===== src/rtl/controlador_intermitentes_pkg.sv =====
// Shared definitions for the turn-signal / hazard controller: mode codes,
// default 50 MHz timing and the request priority resolver.
package controlador_intermitentes_pkg;

   // Mode encoding as seen on the Modo output
   localparam logic [1:0] MODO_REPOSO = 2'd0;
   localparam logic [1:0] MODO_IZQ    = 2'd1;
   localparam logic [1:0] MODO_DER    = 2'd2;
   localparam logic [1:0] MODO_EMERG  = 2'd3;

   // Default timing for a 50 MHz clock: 1 s period, 200 ms ON window
   localparam int PERIOD_CYC_DEF = 50_000_000;
   localparam int ON_CYC_DEF     = 10_000_000;
   localparam int NUM_LAMPS_DEF  = 3;

   // Hazard wins, both indicators together also mean hazard,
   // otherwise a single side, otherwise idle.
   function automatic logic [1:0] resolver_modo(input logic emerg,
                                                input logic izq,
                                                input logic der);
      logic [1:0] modo;
      if (emerg)            modo = MODO_EMERG;
      else if (izq && der)  modo = MODO_EMERG;
      else if (izq)         modo = MODO_IZQ;
      else if (der)         modo = MODO_DER;
      else                  modo = MODO_REPOSO;
      return modo;
   endfunction

endpackage


===== src/rtl/controlador_intermitentes_generador_fase.sv =====
// Blink phase generator: period counter plus a step counter and lamp index
// that track which sweep lamp is reached, so no divider is needed.
module generador_fase #(
   parameter int PERIOD_CYC = 50_000_000,
   parameter int ON_CYC     = 10_000_000,
   parameter int NUM_LAMPS  = 3,
   parameter int CNT_W      = $clog2(PERIOD_CYC),
   parameter int IDX_W      = (NUM_LAMPS > 1) ? $clog2(NUM_LAMPS) : 1
) (
   input  logic             Reloj,
   input  logic             Reset_n,
   input  logic             clear,
   input  logic             enable,
   output logic [CNT_W-1:0] cnt,
   output logic [IDX_W-1:0] lamp_idx,
   output logic             en_on,
   output logic             fin_periodo
);

   localparam int STEP_CYC = ON_CYC / NUM_LAMPS;
   localparam int STEP_W   = (STEP_CYC > 1) ? $clog2(STEP_CYC) : 1;

   localparam logic [CNT_W-1:0]  CNT_LAST  = CNT_W'(PERIOD_CYC - 1);
   localparam logic [CNT_W-1:0]  ON_LIM    = CNT_W'(ON_CYC);
   localparam logic [CNT_W-1:0]  CNT_ONE   = CNT_W'(1);
   localparam logic [STEP_W-1:0] STEP_LAST = STEP_W'(STEP_CYC - 1);
   localparam logic [STEP_W-1:0] STEP_ONE  = STEP_W'(1);
   localparam logic [IDX_W-1:0]  IDX_LAST  = IDX_W'(NUM_LAMPS - 1);
   localparam logic [IDX_W-1:0]  IDX_ONE   = IDX_W'(1);

   logic [CNT_W-1:0]  cnt_q,  cnt_d;
   logic [STEP_W-1:0] step_q, step_d;
   logic [IDX_W-1:0]  idx_q,  idx_d;

   assign en_on       = (cnt_q < ON_LIM);
   assign fin_periodo = (cnt_q == CNT_LAST);
   assign cnt         = cnt_q;
   assign lamp_idx    = idx_q;

   // Next phase: restart on clear/idle/wrap, otherwise advance; the lamp
   // index only moves inside the ON window and saturates at the last lamp.
   always_comb begin
      cnt_d  = cnt_q;
      step_d = step_q;
      idx_d  = idx_q;
      if (clear || !enable || fin_periodo) begin
         cnt_d  = '0;
         step_d = '0;
         idx_d  = '0;
      end else begin
         cnt_d = cnt_q + CNT_ONE;
         if (en_on) begin
            if (step_q == STEP_LAST) begin
               step_d = '0;
               if (idx_q != IDX_LAST) begin
                  idx_d = idx_q + IDX_ONE;
               end
            end else begin
               step_d = step_q + STEP_ONE;
            end
         end
      end
   end

   // Phase state registers
   always_ff @(posedge Reloj or negedge Reset_n) begin
      if (!Reset_n) begin
         cnt_q  <= '0;
         step_q <= '0;
         idx_q  <= '0;
      end else begin
         cnt_q  <= cnt_d;
         step_q <= step_d;
         idx_q  <= idx_d;
      end
   end

endmodule


===== src/rtl/controlador_intermitentes.sv =====
// Turn-signal and hazard controller: synchronizes the panel requests,
// arbitrates them into one mode and drives two sweeping lamp banks from a
// single shared phase generator.
module controlador_intermitentes
   import controlador_intermitentes_pkg::*;
#(
   parameter int PERIOD_CYC = PERIOD_CYC_DEF,
   parameter int ON_CYC     = ON_CYC_DEF,
   parameter int NUM_LAMPS  = NUM_LAMPS_DEF
) (
   input  logic                 Reloj,
   input  logic                 Reset_n,
   input  logic                 Izq,
   input  logic                 Der,
   input  logic                 Emergencia,
   output logic [NUM_LAMPS-1:0] LED_Izq,
   output logic [NUM_LAMPS-1:0] LED_Der,
   output logic [1:0]           Modo,
   output logic                 Pulso_Periodo
);

   localparam int CNT_W = $clog2(PERIOD_CYC);
   localparam int IDX_W = (NUM_LAMPS > 1) ? $clog2(NUM_LAMPS) : 1;

   // Request bits are kept as {emergencia, der, izq}
   logic [2:0] sync1_q, sync2_q;
   logic [1:0] modo_q, modo_d;
   logic [NUM_LAMPS-1:0] led_izq_q, led_izq_d;
   logic [NUM_LAMPS-1:0] led_der_q, led_der_d;
   logic pulso_q, pulso_d;

   logic clear, enable;
   logic [CNT_W-1:0] cnt_fase;
   logic [IDX_W-1:0] lamp_idx;
   logic en_on, fin_periodo;
   logic [NUM_LAMPS-1:0] barrido;
   // The raw phase count is only a debug tap; the outputs use the decoded
   // window/index instead.
   logic cnt_unused;

   assign cnt_unused = ^cnt_fase;

   // Two-flop synchronizers for the asynchronous panel switches
   always_ff @(posedge Reloj or negedge Reset_n) begin
      if (!Reset_n) begin
         sync1_q <= '0;
         sync2_q <= '0;
      end else begin
         sync1_q <= {Emergencia, Der, Izq};
         sync2_q <= sync1_q;
      end
   end

   assign modo_d = resolver_modo(sync2_q[2], sync2_q[0], sync2_q[1]);

   // Mode register reloads the arbitrated request every cycle
   always_ff @(posedge Reloj or negedge Reset_n) begin
      if (!Reset_n) modo_q <= MODO_REPOSO;
      else          modo_q <= modo_d;
   end

   // A mode change restarts the phase on the same edge; idle holds it at 0
   assign clear  = (modo_d != modo_q);
   assign enable = (modo_q != MODO_REPOSO);

   generador_fase #(
      .PERIOD_CYC (PERIOD_CYC),
      .ON_CYC     (ON_CYC),
      .NUM_LAMPS  (NUM_LAMPS),
      .CNT_W      (CNT_W),
      .IDX_W      (IDX_W)
   ) u_generador_fase (
      .Reloj       (Reloj),
      .Reset_n     (Reset_n),
      .clear       (clear),
      .enable      (enable),
      .cnt         (cnt_fase),
      .lamp_idx    (lamp_idx),
      .en_on       (en_on),
      .fin_periodo (fin_periodo)
   );

   // Sweep pattern: every lamp up to the current index is lit in the ON window
   generate
      for (genvar gi = 0; gi < NUM_LAMPS; gi++) begin : g_barrido
         assign barrido[gi] = en_on && (lamp_idx >= IDX_W'(gi));
      end
   endgenerate

   // Route the sweep to the bank(s) selected by the current mode
   always_comb begin
      led_izq_d = '0;
      led_der_d = '0;
      case (modo_q)
         MODO_IZQ:   led_izq_d = barrido;
         MODO_DER:   led_der_d = barrido;
         MODO_EMERG: begin
            led_izq_d = barrido;
            led_der_d = barrido;
         end
         default: ;
      endcase
      pulso_d = enable && fin_periodo;
   end

   // Registered lamp and period-strobe outputs
   always_ff @(posedge Reloj or negedge Reset_n) begin
      if (!Reset_n) begin
         led_izq_q <= '0;
         led_der_q <= '0;
         pulso_q   <= 1'b0;
      end else begin
         led_izq_q <= led_izq_d;
         led_der_q <= led_der_d;
         pulso_q   <= pulso_d;
      end
   end

   assign LED_Izq       = led_izq_q;
   assign LED_Der       = led_der_q;
   assign Modo          = modo_q;
   assign Pulso_Periodo = pulso_q;

endmodule


===== config.mk =====
export PLATFORM = sky130hd
export DESIGN_NAME = controlador_intermitentes
export DESIGN_NICKNAME = d
export VERILOG_FILES = /design/src/rtl/controlador_intermitentes_pkg.sv /design/src/rtl/controlador_intermitentes_generador_fase.sv /design/src/rtl/controlador_intermitentes.sv
export SDC_FILE = /design/constraint.sdc
export NUM_CORES = 1
export LEC_CHECK = 0
export CORE_MARGIN = 2
export CORE_UTILIZATION = 57
export CTS_BUF_LIST = sky130_fd_sc_hd__clkbuf_4
export DETAILED_ROUTE_END_ITERATION = 8
export PLACE_DENSITY = 0.9
export SLEW_MARGIN = 15
export SYNTH_ARGS = -nofsm -noshare
export SYNTH_HDL_FRONTEND = slang
export SYNTH_SLANG_ARGS = --single-unit

===== constraint.sdc =====
create_clock -name Reloj -period 2 [get_ports Reloj]
set_input_delay 0.4 -clock Reloj [delete_from_list [all_inputs] [get_ports Reloj]]
set_output_delay 0.4 -clock Reloj [all_outputs]
set_load 0.1 [all_outputs]

== Word-level counts from Yosys, hierarchy flattened ==
Cells that the tools add are included.

* Bits in registers: 65
* Input bits: 5
* Output and inout port bits: 9
* Word-level logic and storage cells: 52

* Add/sub/neg operators: 3
* Order comparisons: 4
* Equal/unequal tests: 7
* Multiplexer cells: 14
* Reductions and logical operators: 15

{| class="wikitable"
|+ Operators by type and width
! cell !! count
|-
| 22-bit 2-to-1 mux || 3
|-
| 26-bit by 1-bit adder with 26-bit output (second input constant) || 1
|-
| 26-bit == test (second input constant) || 1
|-
| 26-bit by 24-bit less-than comparator with 1-bit output (second input constant) || 1
|-
| 26-bit 2-to-1 mux || 1
|-
| 22-bit by 1-bit adder with 22-bit output (second input constant) || 1
|-
| 22-bit == test (second input constant) || 1
|-
| 2-bit 2-to-1 mux || 8
|-
| 2-bit nonzero test || 4
|-
| 3-bit 2-to-1 mux || 2
|-
| 1-bit logical AND || 5
|-
| 2-bit == test (second input constant) || 2
|-
| 2-bit by 1-bit greater-or-equal comparator with 1-bit output (second input constant) || 2
|-
| 2-bit OR reduction || 2
|-
| 3-bit AND reduction || 1
|-
| 2-bit by 1-bit adder with 2-bit output (second input constant) || 1
|-
| 2-bit by 1-bit == test with 1-bit output (second input constant) || 1
|-
| 2-bit greater-or-equal comparator (second input constant) || 1
|-
| 1-bit logical OR || 2
|-
| 2-bit != test || 1
|-
| 2-bit != test (second input constant) || 1
|-
| 1-bit logical NOT || 1
|}

== Longest topological paths before layout ==
* Depth in word-level cells: 9
* Mapped depth: 8
* Mapped depth without buffers: 7

== Cells and area by module ==
A second synthesis with hierarchy kept.

* Cell total of the unflattened synthesis: 334
* Area total of the unflattened synthesis: 3,349.5 um^2

{| class="wikitable"
|+ By module, submodules not included
! module !! instances !! cells an instance !! area each (um^2) !! sequential area each (um^2)
|-
| generador_fase || 1 || 301 || 2,856.5 || 1,251.2
|-
| controlador_intermitentes || 1 || 33 || 493.0 || 375.4
|}

== Worst setup path before layout ==
No wires, ideal clock.

* Kind: reg-to-reg
* Start: register modo_q[0] (netlist: Modo[0])
* End: register u_generador_fase.step_q[3]
* Library setup time: 0.101 ns
* Data arrival time: 2.342 ns
* Required time: 1.899 ns
* Path slack: -0.442 ns
* Cell stages (with the launch flop): 6
* Buffers on the path: 0
* Period minus slack after synthesis: 2.442 ns
* Cells stage by stage: dfrtp_1 nor4bb_1 a31oi_1 o22a_1 or4_1 o32ai_1

* Cells in the longest elaborated chain, start to end: 5
* Elaborated cells between the ends (all ways): 7
* Classes of those cells: eq/ne: 1; mux: 1; reduce/logical: 5

{| class="wikitable"
|+ RTL lines
! element !! RTL line !! source
|-
| from (decl) || controlador_intermitentes.sv:27 || <nowiki>logic [1:0] modo_q, modo_d;</nowiki>
|-
| from (signal assigned) || controlador_intermitentes.sv:59 || <nowiki>else modo_q <= modo_d;</nowiki>
|-
| 2-bit nonzero test || controlador_intermitentes.sv:64 || <nowiki>assign enable = (modo_q != MODO_REPOSO);</nowiki>
|-
| 1-bit logical NOT || controlador_intermitentes_generador_fase.sv:46 || <nowiki>if (clear || !enable || fin_periodo) begin</nowiki>
|-
| 1-bit logical OR (*) (2 in a row) || controlador_intermitentes_generador_fase.sv:46 ||
|-
| 22-bit 2-to-1 mux / 2-bit nonzero test (equally long branches) || -- ||
|-
| to (signal assigned) || controlador_intermitentes_generador_fase.sv:73 || <nowiki>step_q <= step_d;</nowiki>
|-
| to (decl) || controlador_intermitentes_generador_fase.sv:32 || <nowiki>logic [STEP_W-1:0] step_q, step_d;</nowiki>
|}

Every way passes the cells marked *; elsewhere a longest branch is shown, timed or not.
A chain may end at the register's enable or synchronous reset.

== Final worst setup path ==
* Start: register u_generador_fase.step_q[0]
* End: register u_generador_fase.idx_q[0] (netlist: u_generador_fase.lamp_idx[0])

* Cells in the longest elaborated chain, start to end: 3

{| class="wikitable"
|+ RTL lines
! element !! RTL line !! source
|-
| 22-bit == test || controlador_intermitentes_generador_fase.sv:53 || <nowiki>if (step_q == STEP_LAST) begin</nowiki>
|-
| 2-bit nonzero test (no source line) || -- ||
|-
| 3-bit AND reduction (no source line) || -- ||
|-
| to (signal assigned) || controlador_intermitentes_generador_fase.sv:74 || <nowiki>idx_q <= idx_d;</nowiki>
|-
| to (decl) || controlador_intermitentes_generador_fase.sv:33 || <nowiki>logic [IDX_W-1:0] idx_q, idx_d;</nowiki>
|}

No other way between the ends.

==> impl.org <==
** Power and ir drop
- Combinational cells account for 9.7% of the total power.
- Worst ir drop on vdd :: approximately 440 uV
- Summed over all nets, the switching power comes to 0.626 mW.
- In this run switching power makes up roughly 27% of total power.
- Power Density :: 552 nW/um^2
- Portion of total power attributed to sequential cells :: 59.2%
- The internal power of the cells totals 1.66 mW.
- Leakage power :: between 1.5 and 2 nW
- Share of power burned in the clock network :: between 30% and 40%

** STA
- Final worst path period share :: 111%
- Setup slack on the critical path of the routed design comes to -225 ps.
- Max frequency :: approximately 450 MHz
- Max transition margin :: roughly 63%
- For the final database, setup skew stands at around 18 ps.
- On the final layout, the worst hold slack is between 300 and 400 ps.
- The routed design could run at a clock period as short as ~2200 ps.
- Unrepaired setup endpoints after global routing :: true
- Final setup vio count :: 20
- The count of final hold-check violations is 0.
- Measured slew at the worst slew-check pin :: 549 ps
- The final max-slew violation count was 0.

** Layout
- Core Util, Final :: roughly 74%
- In the final layout, the share of cells above drive strength 1 is about 25%.
- Antenna Diode Count :: 0
- Leaving out filler cells and counting taps, the final layout contains a little under 500.
- Net count of the finished layout :: 417
- Summing all non-filler instances in the final layout gives an area of between 4000 and 5000 um^2.
- Fill cells :: roughly 380
- Relative to the synthesized area, the layout overhead comes to 24.8%.

** CTS
- The root buffer cell chosen for the clock tree is clkbuf_4.
- Clock-pin slew was measured on the worst setup and hold paths at 100 ps.
- Buffers inserted during clock tree synthesis total 9.
- The tree built by TritonCTS fans out to 65 sinks.
- Bufs on Longest Clock Path :: 2
- TritonCTS built the clock tree.
- Number of H-tree levels :: 3
- The later pin in the worst-skew pair is clocked with a latency of around 430 ps.

** Placed design
- Summed over all nets, the half-perimeter wirelength after detailed placement is 5750 um.
- Global placement routability congestion :: just under 1
- Cell area reported after detailed placement :: roughly 3800 um^2
- Post-Place Cells :: 460
- Buffers placed on the I/O ports in this run total 13.

** Floorplanning
- Die height :: 80.4 um
- In this run the standard cell core region covers about 5600 um^2.
- In this run the horizontal extent of the chip is between 80 and 90 um.
- Initial standard-cell utilization of the core :: 59.6%
- Total Die Area :: between 6000 and 7000 um^2
- Number of I/O pins :: 14
- Number of rows in the core area :: 27

** Yosys
- dfrtp_1 is the most common cell in the netlist.
- Counting every instance in the synthesized netlist gives approximately 350.
- Top cells by count, synth :: 65 x dfrtp_1, 42 x nor2_1, 28 x nand2_1, 26 x nand3_1, 15 x and3_1
- Yosys mapped a number of flops with a built-in enable equal to 0.
- Syn Std Cell Area :: 3320 um^2
- Share of the synthesized area in the top cell type :: 48.9%
- Main area contributors after synthesis :: dfrtp_1 49%, nor2_1 4.7%, nand3_1 3.9%, xor2_1 3.7%, a32o_1 3.3%
- Cell type with the highest aggregate area in the netlist :: dfrtp_1
- During synthesis, Yosys emitted a total of 0 warnings.
- Synth Area per Inst :: 9.52 um^2
- Synthesis produced a netlist with a net count of roughly 360.
- Register bit count reported by yosys :: 65
- Post-synthesis async set-or-reset flop share :: 100%
- For this run, the register share of the synthesized area comes to slightly below 50%.
- In the synthesized netlist the dominant register cell turns out to be dfrtp_1.
- Post-synthesis cell type count :: 42

** Worst hold path
- Hold path startpoint :: sync1_q[2]
- The worst hold path was traced through 0 stages.
- The min-delay analysis places its worst path in the category reg -> reg.
- For hold timing, the worst endpoint is sync2_q[2].

** Route
- The detailed router placed 3,139 vias in this run.
- Remaining routing DRC violations :: 0
- The first detailed-routing pass took 5 iterations.
- For this block, the routed nets add up to 8960 um of wire.
- Dividing the detail-routed via count by the number of cells gives approximately 6.5.
- Once detail routing completed, the nets flagged for antenna violations numbered 0.
- Number of violations reported at the end of detailed-routing iteration 0 :: ~350
- In the final routed layout, each cell accounts on average for between 15 and 20 um.

** Status
- Violated checks :: negative setup slack
- The flow ran to the end, but the final reports show violations.

** Job
- MaxCap Viol Count :: 0

** Worst setup path
- Element type at the critical path end :: flop
- For the worst setup path, the data required time is between 2000 and 2500 ps.
- Broken down by cell family, the worst path's largest delay share belongs to simple AND/OR/NAND/NOR gates.
- Setup slack on the worst flop-to-flop path :: -220 ps
- End of the worst register-to-register path :: u_generador_fase.lamp_idx[0]
- Together, buffers and inverters on the worst path number 1.
- Slowest stage delay, CP :: 530 ps
- In this run the worst path has a maximum fanout of 6.
- The critical path is of the reg -> reg type.
- CP Cell Sequence :: inv_2 > ha_1 > nor4bb_4 > nand3_1 > or4_4 > nor3_4 > mux2i_1
- The slowest stage of the critical path belongs to the cell or4_4.
- Worst path arrival time :: around 2500 ps
- The worst register-to-register path begins at u_generador_fase.step_q[0].
- The worst setup path is launched from a flop.
- Measured in cells, the most critical reg-to-reg path has a length of 7.

** GRT
- Global routing consumed, over all layers together, approximately 29% of the routing resources.
- Entering global routing, the biggest net connects between 60 and 70 pins.
- The initial antenna violation count came to 0.
- Wire length of the first global-routing pass :: roughly 14,000 um
- Congestion Overflow GR :: 0
- Number of global-route vias before repair :: a little over 3,000
[cell families (layout without fill, tap and decap cells)]
group,after synthesis,count (layout),synth area share (%)
flops,65,65,48.9
buf+inv,24,86,2.75
fa+ha+maj,5,5,1.88
simple gates,178,178,28.2
compound gates,50,50,11.0
xor+xnor,24,24,6.33
mux,3,3,0.904
[power groups by stage]
stage | registers (mW) | clock network, mW | logic [mW]
after global routing | 1.36 | 0.785 | 0.243
after global placement | 1.38 | 0 | 0.200
after detailed placement | 1.38 | 0 | 0.208
after CTS | 1.35 | 0.717 | 0.218
final | 1.36 | 0.711 | 0.223
after floorplan | 1.41 | 0 | 0.0698
[flip-flops by register name (all words and copies together), names as in the netlist]
| name | flops |
|---|---|
| u_generador_fase.cnt | 26 |
| u_generador_fase.step_q | 22 |
| LED_Der | 3 |
| LED_Izq | 3 |
| sync1_q | 3 |
| sync2_q | 3 |
| Modo | 2 |
| u_generador_fase.lamp_idx | 2 |
| Pulso_Periodo | 1 |
[how the worst max path moves through the flow]
stage / startpoint / to / slack, ps / cells past startpoint
6_report: u_generador_fase.step_q[0] / u_generador_fase.lamp_idx[0] / -220 / 7
5_1_grt: u_generador_fase.step_q[1] / u_generador_fase.lamp_idx[0] / -310 / 7
4_1_cts: u_generador_fase.step_q[0] / u_generador_fase.lamp_idx[0] / -40 / 7
3_5_place_dp: u_generador_fase.step_q[0] / u_generador_fase.lamp_idx[0] / -210 / 7
3_3_place_gp: u_generador_fase.cnt[21] / u_generador_fase.step_q[6] / -50 / 6
2_1_floorplan: Modo[1] / u_generador_fase.step_q[3] / -30 / 5
[stage by stage]
| stage | total power [mW] | setup slack (ps) | setup TNS (ps) |
|---|---|---|---|
| 2_1_floorplan | 1.48 | -30.1 | -30.1 |
| 3_5_place_dp | 1.59 | -209 | -2280 |
| 5_1_grt | 2.39 | -309 | -3600 |
| 6_report | 2.29 | -225 | -1080 |
| 4_1_cts | 2.29 | -35.9 | -37.2 |
| 3_3_place_gp | 1.58 | -51.0 | -508 |
[routing by layer]
layer,vias to the layer above,global-route usage [%],share of wire (%)
li1,1395,-,-
met1,1539,35.1,39
met2,165,48.8,50
met4,0,13.7,3.8
met5,-,0,0
met3,40,7.64,6.6
[final cells by class]
type                       instances  area, um^2  share of cell area, %
multi-input combinational        260        1770                   42.6
inverter                          10        37.5                  0.905
timing repair buffer              61         518                   12.5
clock buffer                      10        75.1                   1.81
clock inverter                     5        23.8                  0.573
tap                               72        90.1                   2.17
sequential                        65        1630                   39.4
[cells in the final DEF (no fill, tap or decap), types with 2 or more instances in the layout]
cell type	synthesis	routed
buf_12	0	3
nor4bb_4	0	2
nor4b_1	2	2
and2_1	2	2
or2_2	2	2
o21ai_0	12	9
nor2b_1	5	5
clkbuf_4	0	10
nor4_2	0	4
or4_4	0	4
dfrtp_1	65	63
dfrtp_4	0	2
nand2_1	28	28
clkinv_1	0	3
buf_6	0	4
a21oi_2	0	6
o21ai_1	0	3
and4_1	8	7
xor2_1	14	14
nor4_1	10	5
mux2i_1	3	3
o2bb2ai_1	2	2
clkdlybuf4s50_1	0	3
nor3_4	0	2
nor3_1	14	13
nor2_1	42	41
inv_1	10	9
o31ai_1	3	2
xnor2_1	10	10
and3_1	15	14
nand4_1	13	13
a21oi_1	10	4
ha_1	5	5
buf_4	0	49
nand3_1	26	26
a32o_1	11	10
[what timing repair did]
item	CTS	global route
resized for setup	16	26
endpoints found under the setup margin	21	23
hold endpoints to repair	6	0
gates cloned	1	0
pin swaps	3	6
setup buffers	1	5
hold buffers	1	0
Note: power is estimated with default switching activity, not from simulation.
